==> src/rtl/pb_debounce_if.sv <==
// pb_debounce_if: raw pushbutton inputs and conditioned outputs of the two-channel debouncer
interface pb_debounce_if;
    logic pbl_raw;
    logic pbr_raw;
    logic pbl;
    logic pbr;
    logic pbl_pulse;
    logic pbr_pulse;
    logic both_pulse;
    logic stuck;
    modport master (
        output pbl_raw, pbr_raw,
        input  pbl, pbr, pbl_pulse, pbr_pulse, both_pulse, stuck
    );
    modport slave (
        input  pbl_raw, pbr_raw,
        output pbl, pbr, pbl_pulse, pbr_pulse, both_pulse, stuck
    );
endinterface

==> src/rtl/pb_debounce.sv <==
// pb_debounce: two-channel pushbutton synchronizer/debouncer with press pulses; define STUCK_DETECT_EN to add stuck-button detection
module pb_debounce #(
    parameter int DB_CYCLES    = 50000,
    parameter int STUCK_CYCLES = 2**26
) (
    input logic          clk,
    input logic          rst,
    pb_debounce_if.slave pb
);
    localparam int CW = $clog2(DB_CYCLES);
    localparam logic [CW-1:0] LAST = CW'(DB_CYCLES - 1);
    typedef enum logic [2:0] {ARM, IDLE, PWAIT, PRESSED, RWAIT} state_t;
    logic [1:0] s1, s, lvl_q, lvl_d, pul_q, pul_d, flag;
    logic both_q;
    always_ff @(posedge clk) begin
        if (rst) begin
            s1     <= '0;
            s      <= '0;
            lvl_q  <= '0;
            pul_q  <= '0;
            both_q <= 1'b0;
        end else begin
            s1     <= {pb.pbr_raw, pb.pbl_raw};
            s      <= s1;
            lvl_q  <= lvl_d;
            pul_q  <= pul_d;
            both_q <= &pul_d;
        end
    end
`ifdef STUCK_DETECT_EN
    localparam int HW = $clog2(STUCK_CYCLES) + 1;
    localparam logic [HW-1:0] HMAX = HW'(STUCK_CYCLES);
    logic [1:0] idle;
`endif
    for (genvar c = 0; c < 2; c++) begin : g_ch
        state_t st, st_d;
        logic [CW-1:0] cnt, cnt_d;
        logic lv_d, pu_d;
        always_ff @(posedge clk) begin
            if (rst) begin
                st  <= ARM;
                cnt <= '0;
            end else begin
                st  <= st_d;
                cnt <= cnt_d;
            end
        end
        always_comb begin
            st_d  = st;
            cnt_d = '0;
            lv_d  = lvl_q[c];
            pu_d  = 1'b0;
            case (st)
                ARM: begin
                    if (!s[c] && cnt == LAST) st_d = IDLE;
                    else if (!s[c]) cnt_d = cnt + 1'b1;
                end
                IDLE: st_d = s[c] ? PWAIT : IDLE;
                PWAIT: begin
                    if (!s[c]) st_d = IDLE;
                    else if (cnt == LAST) begin
                        st_d = PRESSED;
                        lv_d = 1'b1;
                        pu_d = !flag[c];
                    end else cnt_d = cnt + 1'b1;
                end
                PRESSED: st_d = s[c] ? PRESSED : RWAIT;
                RWAIT: begin
                    if (s[c]) st_d = PRESSED;
                    else if (cnt == LAST) begin
                        st_d = IDLE;
                        lv_d = 1'b0;
                    end else cnt_d = cnt + 1'b1;
                end
                default: st_d = ARM;
            endcase
        end
        assign lvl_d[c] = lv_d;
        assign pul_d[c] = pu_d;
`ifdef STUCK_DETECT_EN
        logic [HW-1:0] hold;
        logic fl;
        // flags only drop once both channels are fully idle, so a stuck channel stays muted while either is held
        always_ff @(posedge clk) begin
            if (rst) begin
                hold <= '0;
                fl   <= 1'b0;
            end else begin
                hold <= !lvl_q[c] ? '0 : (hold == HMAX ? hold : hold + 1'b1);
                fl   <= &idle ? 1'b0 : (hold == HMAX ? 1'b1 : fl);
            end
        end
        assign idle[c] = st == IDLE;
        assign flag[c] = fl;
`endif
    end
`ifdef STUCK_DETECT_EN
    assign pb.stuck = |flag;
`else
    logic unused_cfg;
    assign unused_cfg = ^STUCK_CYCLES;
    assign flag       = '0;
    assign pb.stuck   = 1'b0;
`endif
    assign pb.pbl        = lvl_q[0];
    assign pb.pbr        = lvl_q[1];
    assign pb.pbl_pulse  = pul_q[0];
    assign pb.pbr_pulse  = pul_q[1];
    assign pb.both_pulse = both_q;
endmodule

==> src/flat_wrapper.sv <==
// flat-port wrapper written by rule: the top's interface ports become plain ports
module pb_debounce_flat 
#(
    parameter int DB_CYCLES    = 50000,
    parameter int STUCK_CYCLES = 2**26
)
  (clk, rst, pb_pbl_raw, pb_pbr_raw, pb_pbl, pb_pbr, pb_pbl_pulse, pb_pbr_pulse, pb_both_pulse, pb_stuck);
  pb_debounce_if pb_i ();
  input logic clk;
  input logic rst;
  input wire logic [$bits(pb_i.pbl_raw)-1:0] pb_pbl_raw;
  input wire logic [$bits(pb_i.pbr_raw)-1:0] pb_pbr_raw;
  output wire logic [$bits(pb_i.pbl)-1:0] pb_pbl;
  output wire logic [$bits(pb_i.pbr)-1:0] pb_pbr;
  output wire logic [$bits(pb_i.pbl_pulse)-1:0] pb_pbl_pulse;
  output wire logic [$bits(pb_i.pbr_pulse)-1:0] pb_pbr_pulse;
  output wire logic [$bits(pb_i.both_pulse)-1:0] pb_both_pulse;
  output wire logic [$bits(pb_i.stuck)-1:0] pb_stuck;
  assign pb_i.pbl_raw = pb_pbl_raw;
  assign pb_i.pbr_raw = pb_pbr_raw;
  assign pb_pbl = pb_i.pbl;
  assign pb_pbr = pb_i.pbr;
  assign pb_pbl_pulse = pb_i.pbl_pulse;
  assign pb_pbr_pulse = pb_i.pbr_pulse;
  assign pb_both_pulse = pb_i.both_pulse;
  assign pb_stuck = pb_i.stuck;
  pb_debounce #(.DB_CYCLES(DB_CYCLES), .STUCK_CYCLES(STUCK_CYCLES)) u_core (.clk(clk), .rst(rst), .pb(pb_i));
endmodule
==> config.mk <==
export PLATFORM = sky130hd
export DESIGN_NAME = pb_debounce_flat
export DESIGN_NICKNAME = d
export VERILOG_FILES = /design/src/rtl/pb_debounce_if.sv /design/src/rtl/pb_debounce.sv /design/src/flat_wrapper.sv
export SDC_FILE = /design/constraint.sdc
export NUM_CORES = 1
export LEC_CHECK = 0
export ABC_AREA = 0
export CAP_MARGIN = 20
export CORE_UTILIZATION = 55
export CTS_CLUSTER_DIAMETER = 100
export DETAILED_ROUTE_END_ITERATION = 7
export PLACE_DENSITY = 0.84
export SYNTH_ARGS = -nofsm -noshare
export SYNTH_HDL_FRONTEND = slang
export SYNTH_SLANG_ARGS = --single-unit
==> constraint.sdc <==
create_clock -name clk -period 2.2 [get_ports clk]
set_input_delay 0.44 -clock clk [delete_from_list [all_inputs] [get_ports clk]]
set_output_delay 0.44 -clock clk [all_outputs]
set_load 0.05 [all_outputs]
==> flow_metrics.py, run 1 <==
metrics = {
    "sta": {
        "fin_tns_setup_ns": 0,
        "period_share": 0.8554,
        "hold_violations": 0,
        "fin_skew_ns": 0.004579,
        "finalSetupViolCount": 0,
        "period_minus_slack_ns": 1.882,
        "rsz0062_at_grt": "no",
        "fmax_mhz": 531.4,
        "final_max_slew_viol_count": 0,
    },
    "power": {
        "p_sw_w": 0.0003083,
        "pwr-share-clk": 0.353,
        "p_leak_nw": 0.7818,
        "pwr-share-comb": 0.041,
        "power_density_mw_per_mm2": 628.7,
        "pwr-share-seq": 0.606,
        "ir_drop_v": 0.0004890,
        "p_int_w": 0.001136,
        "switching_share": 0.2135,
    },
    "drt": {
        "via_count": 1618,
        "routed_wl_um": 3586,
        "drtIter0Drc": 63,
        "drtPass1Iterations": 4,
        "drc": 0,
        "wire_per_inst_um": 12.41,
        "ant_nets": 0,
        "vias_per_cell": 5.599,
    },
    "setup_path": {
        "crit_fanout": 2,
        "cp.required_ns": 1.76,
        "critPathBufInv": 1,
        "crit_family": "buffers and inverters",
        "worstPathCellList": "clkdlybuf4s50_1",
        "end_kind": "output pin",
        "critPathKind": "reg2out",
        "worst_path_largest_cell_delay_ns": 0.80,
        "arrival_ns": 1.44,
        "slowest_stage": "clkdlybuf4s50_1",
        "start_kind": "flop",
    },
    "job": {
        "max_cap_violations": 0,
    },
    "cts": {
        "cts-root-buf": "clkbuf_8",
        "cts_made_buffers": 5,
        "clk_pin_slew_ns": 0.08,
        "clock_latency_ns": 0.29,
        "numClockSinks": 47,
        "cts_tree": "built",
        "cts_max_level": 2,
        "cts_resized": 0,
        "postCtsHoldBufs": 0,
        "cts_setup_buffers": 0,
        "max-clock-path-buffers": 2,
    },
    "floorplan": {
        "dieArea_mm2": 0.004028,
        "fp.dieH_um": 63.47,
        "core_area_mm2": 0.003468,
        "ioPinCount": 10,
        "row_count": 21,
        "die_width_um": 63.47,
        "start_util": 0.5992,
    },
    "logic_synthesis": {
        "ys_ff_latch": 47,
        "syn-cell-area_mm2": 0.002078,
        "ys_types": 45,
        "avgSynthCellArea_um2": 8.997,
        "synthCells": 231,
        "synth_async_sr_flop_share": 0,
        "synth_nets": 237,
        "ys_seq_area_frac": 0.4527,
        "ys.flop_type": "dfxtp_1",
        "synth-edff-count": 0,
        "yosys_warnings": 0,
    },
    "worst_hold_path": {
        "hp-class": "reg2reg",
    },
    "grt": {
        "antenna_found_initial": 0,
        "grt_pass1_vias": 1463,
        "overflow": 0,
        "grt_pass1_wl_um": 6120,
        "grt_max_degree": 17,
        "grt_usage": 0.1915,
    },
    "cells_and_area": {
        "area_growth_pct": 10.54,
        "antenna_cells": 0,
        "fillers": 297,
        "stdcell_count": 289,
        "nNetsFinal": 249,
        "post-route-util": 0.6623,
        "drive_above_1_share": 0.08230,
    },
    "placed_design": {
        "gp_congestion": 0.7753,
        "dp.cells": 282,
        "port_buffers": 8,
        "hpwl_um": 2498,
    },
    "outcome": {
        "status": "completed",
    },
}
[logic make-up (layout without fill, tap and decap cells)]
| group | after synthesis | count (layout) | synth area share |
|---|---|---|---|
| compound gates | 36 | 36 | 0.1090 |
| flops | 47 | 47 | 0.4527 |
| simple gates | 114 | 114 | 0.3131 |
| xor+xnor | 21 | 21 | 0.08850 |
| fa+ha+maj | 2 | 2 | 0.01204 |
| buf+inv | 10 | 22 | 0.02288 |
| other cells | 1 | 1 | 0.001804 |
[metrics by stage]
step | hold slack [ns] | power, W | worst slack, ns | instance area [um^2]
global placement | 0.4157 | 0.0009538 | 0.3078 | 2210
finish | 0.4431 | 0.001444 | 0.3182 | 2297
floorplan | 0.4132 | 0.0009359 | 0.5013 | 2078
detailed placement | 0.4304 | 0.0009555 | 0.2623 | 2210
CTS | 0.4449 | 0.001458 | 0.3064 | 2297
global route | 0.4631 | 0.001508 | 0.2251 | 2297
[layout make-up]
cell class	count	area (um^2)	area share
sequential	47	940.9	0.4096
inverter	3	11.26	0.004902
multi-input combinational	174	1090	0.4744
tap	46	57.56	0.02505
clock inverter	1	5.005	0.002179
clock buffer	6	82.58	0.03595
timing repair buffer	12	110.1	0.04793
[final timing paths]
kind,start,end,slack [ns],cells after the start
hold / removal,u_core.g_ch[0].cnt[0]$_SDFF_PP0_,u_core.g_ch[0].cnt[0]$_SDFF_PP0_,0.44,1
hold reg to reg,u_core.g_ch[0].cnt[0]$_SDFF_PP0_,u_core.g_ch[0].cnt[0]$_SDFF_PP0_,0.44,1
setup / recovery,u_core.lvl_q[0]$_SDFFE_PP0P_,pb_pbl,0.32,1
setup reg to reg,u_core.g_ch[0].cnt[0]$_SDFF_PP0_,u_core.g_ch[0].cnt[12]$_SDFF_PP0_,0.35,5
[synth_stat cells, drive strengths merged, types with 3 or more instances]
cell type / n / area [um^2]
dfxtp: 47 / 940.9
nor2: 29 / 108.9
xor2: 15 / 131.4
o21ai: 13 / 65.06
nand3: 12 / 65.06
a21oi: 11 / 55.05
nand2: 10 / 37.54
nand4: 10 / 68.81
or3: 9 / 56.30
and3: 8 / 51.30
nor2b: 7 / 43.79
buf: 6 / 32.53
xnor2: 6 / 52.55
nor3: 5 / 30.03
and2: 4 / 25.02
nand2b: 4 / 25.02
a211oi: 3 / 22.52
inv: 3 / 11.26
nand3b: 3 / 22.52
or4: 3 / 26.27
[cell usage in the layout (no fill, tap or decap), drive strengths merged]
cell,Yosys,routed
nand4,10,10
nand3,12,12
and4,2,2
a211oi,3,3
nor2b,7,7
or4,3,3
clkbuf,1,6
or4b,2,2
nand2b,4,4
a21oi,11,11
and3,8,8
o211ai,1,1
clkinv,0,1
nor4bb,1,1
o41ai,1,1
nor4,2,2
nand2,10,10
and2,4,4
a2111oi,2,2
nor3b,2,2
inv,3,3
nor3,5,5
ha,2,2
dfxtp,47,47
conb,1,1
clkdlybuf4s50,0,8
o21bai,2,2
nor2,29,29
nand3b,3,3
o21ai,13,13
or3,9,9
nor4b,1,1
a22o,1,1
xnor2,6,6
buf,6,4
o31ai,2,2
xor2,15,15
[sequential cells by signal (all words and copies together), names as in the netlist]
register	cells
u_core.g_ch.cnt	32
u_core.g_ch.st	6
u_core.lvl_q	2
u_core.pb.both_pulse	1
u_core.pul_q	2
u_core.s	2
u_core.s1	2
[metal layers]
metal | wire, um | vias to the layer above | global-route usage
met1 | 1868 | 751 | 0.2477
met5 | 0 | - | 0
met2 | 1587 | 19 | 0.3098
met3 | 88 | 6 | 0.03804
met4 | 42 | 0 | 0.07670
li1 | - | 842 | -
[power groups by stage]
stage           logic, W  clock network (W)  registers (W)
2_1_floorplan  0.0000427                  0       0.000893
3_3_place_gp   0.0000584                  0       0.000895
3_5_place_dp   0.0000595                  0       0.000896
4_1_cts        0.0000599           0.000523       0.000876
6_report       0.0000588           0.000510       0.000876
5_1_grt        0.0000679           0.000561       0.000879
Power figures use the tool's default switching activity.
==> inputs of run 2 (changes only) <==
--- a/config.mk
+++ b/config.mk
@@ -7,10 +7,10 @@
 export LEC_CHECK = 0
 export ABC_AREA = 0
 export CAP_MARGIN = 20
-export CORE_UTILIZATION = 55
+export CORE_UTILIZATION = 45
 export CTS_CLUSTER_DIAMETER = 100
 export DETAILED_ROUTE_END_ITERATION = 7
-export PLACE_DENSITY = 0.84
+export PLACE_DENSITY = 0.72
 export SYNTH_ARGS = -nofsm -noshare
 export SYNTH_HDL_FRONTEND = slang
 export SYNTH_SLANG_ARGS = --single-unit
==> constraint.sdc (replaced) <==
create_clock -name clk -period 1.95 [get_ports clk]
set_input_delay 0.39 -clock clk [delete_from_list [all_inputs] [get_ports clk]]
set_output_delay 0.39 -clock clk [all_outputs]
set_load 0.05 [all_outputs]
==> run 2 against run 1 <==
Via count up 1.7%. Register-to-register slack got worse by 0.17 ns. Non-clock buffer count up 3. Design area up 2.1%. Global-route usage decreased by 1.9 points. Largest power group unchanged. Sequential power is 13% higher. Flip-flop and latch count unchanged. Critical endpoint unchanged. Clock skew grew 0.0067 ns. Critical path type unchanged. Core utilization is 13 points lower. Die area grew 21%. Clock power grew 18%. Highest routed layer unchanged.
==> flow_metrics.py, run 2 (synthesis gave the netlist of run 1 again) <==
metrics = {
    "drt": {
        "wire_per_inst_um": 12.27,
        "via_count": 1646,
        "drtPass1Iterations": 4,
        "drtIter0Drc": 70,
        "drc": 0,
        "routed_wl_um": 3669,
        "ant_nets": 0,
        "vias_per_cell": 5.505,
    },
    "sta": {
        "finalSetupViolCount": 0,
        "hold_violations": 0,
        "rsz0062_at_grt": "no",
        "fin_skew_ns": 0.01128,
        "period_share": 0.9433,
        "fin_tns_setup_ns": 0,
        "fmax_mhz": 543.7,
        "period_minus_slack_ns": 1.839,
        "final_max_slew_viol_count": 0,
    },
    "floorplan": {
        "core_area_mm2": 0.004384,
        "row_count": 24,
        "start_util": 0.4740,
        "ioPinCount": 10,
        "die_width_um": 69.96,
        "dieArea_mm2": 0.004894,
        "fp.dieH_um": 69.96,
    },
    "grt": {
        "grt_max_degree": 17,
        "grt_pass1_vias": 1577,
        "grt_usage": 0.1728,
        "overflow": 0,
        "antenna_found_initial": 0,
        "grt_pass1_wl_um": 6693,
    },
    "power": {
        "p_leak_nw": 0.7942,
        "power_density_mw_per_mm2": 708.8,
        "ir_drop_v": 0.0004605,
    },
    "placed_design": {
        "gp_congestion": 0.7955,
        "hpwl_um": 2605,
        "port_buffers": 8,
    },
    "cells_and_area": {
        "largest_register": "u_core.g_ch.cnt",
        "reg_top3": "u_core.g_ch.cnt: 32 flops, u_core.g_ch.st: 6 flops",
        "final_cell_mix": "47 x dfxtp_1, 29 x nor2_1, 15 x xor2_1, 12 x o21ai_0",
        "drive_above_1_share": 0.09717,
        "final_common_cell": "dfxtp_1",
        "fillers": 428,
        "post-route-util": 0.5348,
        "nNetsFinal": 252,
        "area_growth_pct": 12.82,
        "largest_register_ffs": 32,
        "antenna_cells": 0,
    },
    "cts": {
        "cts_setup_buffers": 0,
        "cts_made_buffers": 5,
        "cts-root-buf": "clkbuf_8",
        "postCtsHoldBufs": 0,
        "max-clock-path-buffers": 2,
        "numClockSinks": 47,
        "cts_max_level": 2,
        "clock_latency_ns": 0.31,
        "cts_tree": "built",
        "cts_resized": 0,
        "clk_pin_slew_ns": 0.10,
    },
    "worst_hold_path": {
        "hp-class": "reg2reg",
    },
    "setup_path": {
        "cp.required_ns": 1.56,
        "start_kind": "flop",
        "critPathBufInv": 1,
        "worstPathCellList": "clkdlybuf4s50_1",
        "crit_fanout": 2,
        "slowest_stage": "clkdlybuf4s50_1",
        "critPathKind": "reg2out",
        "end_kind": "output pin",
        "crit_family": "buffers and inverters",
        "worst_path_largest_cell_delay_ns": 0.80,
        "arrival_ns": 1.45,
    },
    "job": {
        "max_cap_violations": 0,
    },
    "outcome": {
        "status": "completed",
    },
}
[run 2: cell count changes in the layout (fill, tap and decap cells not counted), sizes merged]
cell / previous run / this run
inv: 3 / 4
buf: 4 / 7
clkinvlp: 0 / 2
clkbuf: 6 / 5
clkinv: 1 / 0
[run 2: final cells by class]
cell class / count / area, um^2 / area share
inverters: 3 / 11.26 / 0.004803
flip-flops and latches: 47 / 940.9 / 0.4013
multi-input cells: 174 / 1090 / 0.4648
clock inverters: 3 / 23.77 / 0.01014
well taps: 52 / 65.06 / 0.02775
repair buffers: 15 / 145.1 / 0.06190
clock buffers: 5 / 68.82 / 0.02935
[run 2: where the power goes]
group	switching [W]	leakage, nW	internal, W
logic	0.0000392	0.373	0.0000327
clock network	0.000345	0.0408	0.000256
registers	0.0000140	0.380	0.000975
[run 2: worst paths after layout]
| kind | startpoint | endpoint | slack (ns) | cells after the start |
|---|---|---|---|---|
| max | u_core.lvl_q[0]$_SDFFE_PP0P_ | pb_pbl | 0.11 | 1 |
| max reg2reg | u_core.g_ch[0].cnt[0]$_SDFF_PP0_ | u_core.g_ch[0].cnt[12]$_SDFF_PP0_ | 0.18 | 5 |
| min | u_core.s1[0]$_SDFF_PP0_ | u_core.s[0]$_SDFF_PP0_ | 0.44 | 1 |
| min reg2reg | u_core.s1[0]$_SDFF_PP0_ | u_core.s[0]$_SDFF_PP0_ | 0.44 | 1 |
[run 2: metal layers]
layer | vias to the layer above | wire, um | GRT usage | part of all wire
met5 | - | 0 | 0 | 0
met4 | 0 | 81 | 0.08889 | 0.022
met3 | 6 | 84 | 0.04329 | 0.023
met2 | 14 | 1733 | 0.2842 | 0.47
met1 | 771 | 1769 | 0.2082 | 0.48
li1 | 855 | - | - | -
[run 2: stage by stage]
stage          hold WS, ns  power, W  worst slack, ns  std cells  area [um^2]
6_report            0.4417  0.001662           0.1106        299         2345
5_1_grt             0.4619  0.001738          0.05462        299         2345
4_1_cts             0.4451  0.001692          0.08802        299         2345
3_5_place_dp        0.4231  0.001084           0.1056        291         2252
3_3_place_gp        0.4159  0.001082           0.1460        291         2252
2_1_floorplan       0.4132  0.001056           0.2513        231         2078
==> patch 1: new RTL, settings of run 1 <==
`DB_CYCLES` is set to 50000 in 2 places; all go to 100000.
--- a/src/rtl/pb_debounce.sv
+++ b/src/rtl/pb_debounce.sv
@@ -1,6 +1,6 @@
 // pb_debounce: two-channel pushbutton synchronizer/debouncer with press pulses; define STUCK_DETECT_EN to add stuck-button detection
 module pb_debounce #(
-    parameter int DB_CYCLES    = 50000,
+    parameter int DB_CYCLES    = 100000,
     parameter int STUCK_CYCLES = 2**26
 ) (
     input logic          clk,
--- a/src/flat_wrapper.sv
+++ b/src/flat_wrapper.sv
@@ -1,7 +1,7 @@
 // flat-port wrapper written by rule: the top's interface ports become plain ports
 module pb_debounce_flat 
 #(
-    parameter int DB_CYCLES    = 50000,
+    parameter int DB_CYCLES    = 100000,
     parameter int STUCK_CYCLES = 2**26
 )
   (clk, rst, pb_pbl_raw, pb_pbr_raw, pb_pbl, pb_pbr, pb_pbl_pulse, pb_pbr_pulse, pb_both_pulse, pb_stuck);
Function: same outputs for any inputs over 10 cycles, from zero or initial values and one cycle with rst high; that may be too few to reach the edited logic, so the function may still have changed.
==> patch 1 against run 1 <==
  * Die area rose by 3.0%
  * Area after synthesis rose by 3.1%
  * Critical path depth did not move
  * Wire length rose by 1.8%
  * Power rose by 4.9%
  * Sequential power rose by 4.8%
  * Worst setup slack got worse by 14 ps
  * First-iteration DRC count rose by 21%
  * Final area rose by 2.8%
  * Clock power rose by 4%
  * Sequential cell count rose by 2
  * Combinational power rose by 18%
  * Critical path type unchanged
  * Largest cell class unchanged
==> patch 1: results (changes against run 1) <==
largest net degree at the start of global routing=18 (was 17); Max Cap Viol=0 (unchanged); global-route wire length before repair=6479 um (was 6120 um); ratio of cells with drive above 1 in the final layout=5.814% (was 8.230%); net switching component of the power=363.4 uW (was 308.3 uW); clock edge transition at the registers on the reported setup and hold paths=100 ps (was 80 ps); post-DR wirelength/cell=11.93 um (was 12.41 um); post-placement worst setup slack=355.3 ps (was 262.3 ps); FILL cells=330 (was 297); async set-or-reset flop fraction in the synthesized netlist=0% (unchanged); arrival time at the worst endpoint=1460 ps (was 1440 ps); Setup Skew=14.11 ps (was 4.579 ps); Clk Latency, worst-skew pair=310 ps (was 290 ps); leakage=0.0007139 uW (was 0.0007818 uW); number of unique standard cell types used by synthesis=35 (was 45); result of the run=finished, final reports clean (unchanged); number of nets at the end of the flow=263 (was 249); Ys Warns=0 (unchanged); maximum number of buffers from clock root to sink=2 (unchanged); number of antenna diodes=0 (unchanged); worst vdd ir=0.0004756 V (was 0.0004890 V); DRC marker count from the first detailed-route iteration=76 (was 63); top area cells in the synthesized netlist=sky130_fd_sc_hd__dfxtp_1 (46%), sky130_fd_sc_hd__xnor2_1 (9.0%), sky130_fd_sc_hd__nor2_1 (7.5%) (was sky130_fd_sc_hd__dfxtp_1 (45%), sky130_fd_sc_hd__xor2_1 (6.3%), sky130_fd_sc_hd__nor2_1 (5.2%)); total track usage=19.95% (was 19.15%); clock period minus final worst setup slack=1895 ps (was 1882 ps); nets in the synthesized netlist=251 (was 237); start of the worst register-to-register path=u_core.g_ch[1].cnt[14] (was u_core.g_ch[0].cnt[0]); r2r setup slk=350 ps (about the same); sequential cell area fraction in the yosys report=45.79% (was 45.27%); RePlAce Congestion=0.8089 (was 0.7753); crit path max fanout=2 (unchanged); number of vias per cell=5.562 (was 5.599); top flop regs=u_core.g_ch.cnt x34, u_core.g_ch.st x6 (was u_core.g_ch.cnt x32, u_core.g_ch.st x6); hold_sp=u_core.s1[0] (was u_core.g_ch[0].cnt[0]); Area after DPL=2271 um^2 (was 2210 um^2); HPWL Detailed=2556 um (was 2498 um); Commonest cells post-synth=sky130_fd_sc_hd__dfxtp_1 (49), sky130_fd_sc_hd__nor2_1 (43), sky130_fd_sc_hd__xnor2_1 (22) (was sky130_fd_sc_hd__dfxtp_1 (47), sky130_fd_sc_hd__nor2_1 (29), sky130_fd_sc_hd__xor2_1 (15)); vias in the first global route=1488 (was 1463)
==> patch 1: through the flow <==
step           total power, uW  util, %  hold slack, ps  std cells
2_1_floorplan            988.9        -           413.8        245
3_3_place_gp              1004    61.57           416.2        298
3_5_place_dp              1008    61.57           425.1        298
4_1_cts                   1531    64.04           445.1        306
5_1_grt                   1580    64.04           481.7        306
6_report                  1515    64.04           443.0        306
==> patch 1: cell type report <==
type | count | area share, %
clock buffer | 5 | 2.913
clock inverter | 3 | 0.9534
inverter | 11 | 1.748
multi-input combinational | 178 | 45.66
sequential | 49 | 41.53
tap | 48 | 2.542
timing repair buffer | 12 | 4.661
==> patch 1: power groups by stage <==
stage | Combinational (uW) | Sequential, uW | Clock [uW]
after global placement | 66.7 | 938 | 0
final | 69.1 | 918 | 528
after detailed placement | 69.5 | 939 | 0
after global routing | 79.2 | 921 | 580
after floorplan | 54.5 | 934 | 0
after CTS | 69.9 | 918 | 543
==> patch 1: final timing paths <==
| kind | endpoint | cells past startpoint |
|---|---|---|
| max reg2reg | u_core.g_ch[1].cnt[7] | 5 |
| max | pb_pbl | 1 |
| min | u_core.s[0] | 1 |
| min reg2reg | u_core.s[0] | 1 |
==> patch 1: cell families (layout without fill, tap and decap cells) <==
kind of cell / Yosys count / count (layout) / share of synthesized area (%)
simple gates: 125 / 125 / 30.84
flops: 49 / 49 / 45.79
xor+xnor: 31 / 31 / 12.68
compound gates: 19 / 19 / 5.491
buf+inv: 18 / 31 / 3.855
fa+ha+maj: 2 / 2 / 1.168
other cells: 1 / 1 / 0.1751
==> patch 1: layer usage <==
metal,track usage [%],wire length [um]
met3,5.893,114
met2,33.42,1768
met5,0,0
met4,6.111,17
met1,24.45,1750
==> patch 2: new RTL, settings of run 1 <==
Without the edit above. The 5 states of `state_t` get a Gray code encoding in 3 bits.
--- a/src/rtl/pb_debounce.sv
+++ b/src/rtl/pb_debounce.sv
@@ -9,7 +9,7 @@
 );
     localparam int CW = $clog2(DB_CYCLES);
     localparam logic [CW-1:0] LAST = CW'(DB_CYCLES - 1);
-    typedef enum logic [2:0] {ARM, IDLE, PWAIT, PRESSED, RWAIT} state_t;
+    typedef enum logic [2:0] {ARM = 3'b000, IDLE = 3'b001, PWAIT = 3'b011, PRESSED = 3'b010, RWAIT = 3'b110} state_t;
     logic [1:0] s1, s, lvl_q, lvl_d, pul_q, pul_d, flag;
     logic both_q;
     always_ff @(posedge clk) begin
Formal check against the unedited RTL: same outputs for any inputs over 10 cycles, from zero or initial values and one cycle with rst high; not proved beyond that.
==> patch 2 against run 1 <==
  * Wire length fell by 2.0%
  * Area after synthesis fell by 0.36%
  * Sequential cell count did not move
  * Combinational power rose by 69%
  * Final area fell by 0.71%
  * Highest routed layer unchanged
  * Worst setup slack got worse by 0.99 ps
  * Non-clock buffer count rose by 2
  * Cell count fell by 0.69%
  * Power rose by 3.9%
==> patch 2: results (changes against run 1) <==
number of vias per cell=5.571 (was 5.599); ratio of cells with drive above 1 in the final layout=8.299% (was 8.230%); FILL cells=279 (was 297); leakage=0.0007294 uW (was 0.0007818 uW); nets in the synthesized netlist=233 (was 237); crit path max fanout=16 (was 2); Worst Hold Slack=442.6 ps (was 443.1 ps); worst vdd ir=0.0005078 V (was 0.0004890 V); mux cell area share after synthesis=1.027% (was 0%); Area after DPL=2197 um^2 (was 2210 um^2); end of the worst hold path=u_core.s[0] (was u_core.g_ch[0].cnt[0]); destination of the worst register-to-register timing path=u_core.g_ch[0].cnt[10] (was u_core.g_ch[0].cnt[12]); signed area change from the synthesized netlist to the final layout=10.15% (was 10.54%); Setup Skew=8.340 ps (was 4.579 ps); result of the run=finished, final reports clean (unchanged); vias in the first global route=1397 (was 1463); Commonest cells post-synth=sky130_fd_sc_hd__dfxtp_1 (47), sky130_fd_sc_hd__nor2_1 (43), sky130_fd_sc_hd__xnor2_1 (28) (was sky130_fd_sc_hd__dfxtp_1 (47), sky130_fd_sc_hd__nor2_1 (29), sky130_fd_sc_hd__xor2_1 (15)); HPWL Detailed=2335 um (was 2498 um); RePlAce Congestion=0.8092 (was 0.7753); r2r setup slk=320 ps (was 350 ps); total track usage=18.82% (was 19.15%); Clk Latency, worst-skew pair=310 ps (was 290 ps); number of unique standard cell types used by synthesis=35 (was 45); number of nets at the end of the flow=246 (was 249); sequential cell area fraction in the yosys report=45.44% (was 45.27%); area fraction in compound gates after synthesis=5.257% (was 10.90%); post-synthesis adder-cell area fraction=1.208% (was 1.204%); final routed wirelength across all metal layers=3515 um (was 3586 um); hold_sp=u_core.s1[0] (was u_core.g_ch[0].cnt[0])
patch 2: layout make-up:
type | count | share of cell area, %
flip-flops and latches | 47 | 41.25
repair buffers | 14 | 5.485
inverters | 11 | 1.810
multi-input cells | 161 | 45.26
clock inverters | 3 | 0.6583
well taps | 46 | 2.523
clock buffers | 5 | 3.017
patch 2: how the worst max path moves through the flow:
stage | depth (start not counted) | start | endpoint | slack (ps)
final | 5 | u_core.g_ch[0].cnt[7] | u_core.g_ch[0].cnt[10] | 320
after global routing | 5 | u_core.g_ch[0].cnt[6] | u_core.g_ch[0].cnt[8] | 200
after CTS | 5 | u_core.g_ch[0].cnt[7] | u_core.g_ch[0].cnt[8] | 310
after detailed placement | 3 | rst | u_core.g_ch[1].cnt[3] | 310
after global placement | 5 | u_core.g_ch[0].cnt[6] | u_core.g_ch[0].cnt[14] | 340
after floorplan | 6 | u_core.g_ch[0].cnt[7] | u_core.g_ch[0].cnt[13] | 420
patch 2: worst max-delay path: stages (launching register included):
cell and delay [ps]:
sky130_fd_sc_hd__dfxtp_1 350, sky130_fd_sc_hd__or4b_1 570, sky130_fd_sc_hd__nor4_4 410, sky130_fd_sc_hd__or3_1 170
sky130_fd_sc_hd__buf_4 200, sky130_fd_sc_hd__nor2_1 70
patch 2: kinds of logic after synthesis:
kind of cell               count (synthesis)
xor gates and xnor gates                  30
and+or+nand+nor                          112
AOI/OAI and AO/OA                         14
buffers and inverters                     19
muxes                                      2
DFF                                       47
adders and majority gates                  2
other                                      1
patch 2: per-layer routing:
| metal | GRT usage [%] | up-vias | routed length [um] |
|---|---|---|---|
| met1 | 21.77 | 742 | 1683 |
| met2 | 30.98 | 34 | 1604 |
| li1 | - | 812 | - |
| met4 | 9.091 | 0 | 97 |
| met3 | 6.159 | 11 | 129 |
| met5 | 0 | - | 0 |
patch 2: power by group through the flow:
stage / Clock [uW] / Combinational, uW / Sequential, uW
2_1_floorplan: 0 / 94.1 / 909
3_3_place_gp: 0 / 95.9 / 917
3_5_place_dp: 0 / 100 / 918
4_1_cts: 514 / 101 / 898
5_1_grt: 550 / 113 / 903
6_report: 502 / 99.6 / 899
patch 2: through the flow:
| stage | setup WS (ps) | instances | total power (uW) |
|---|---|---|---|
| final | 317.2 | 287 | 1501 |
| after global routing | 198.9 | 287 | 1566 |
| after CTS | 305.0 | 287 | 1513 |
| after detailed placement | 308.9 | 279 | 1018 |
| after global placement | 341.0 | 279 | 1013 |
| after floorplan | 416.1 | 227 | 1003 |
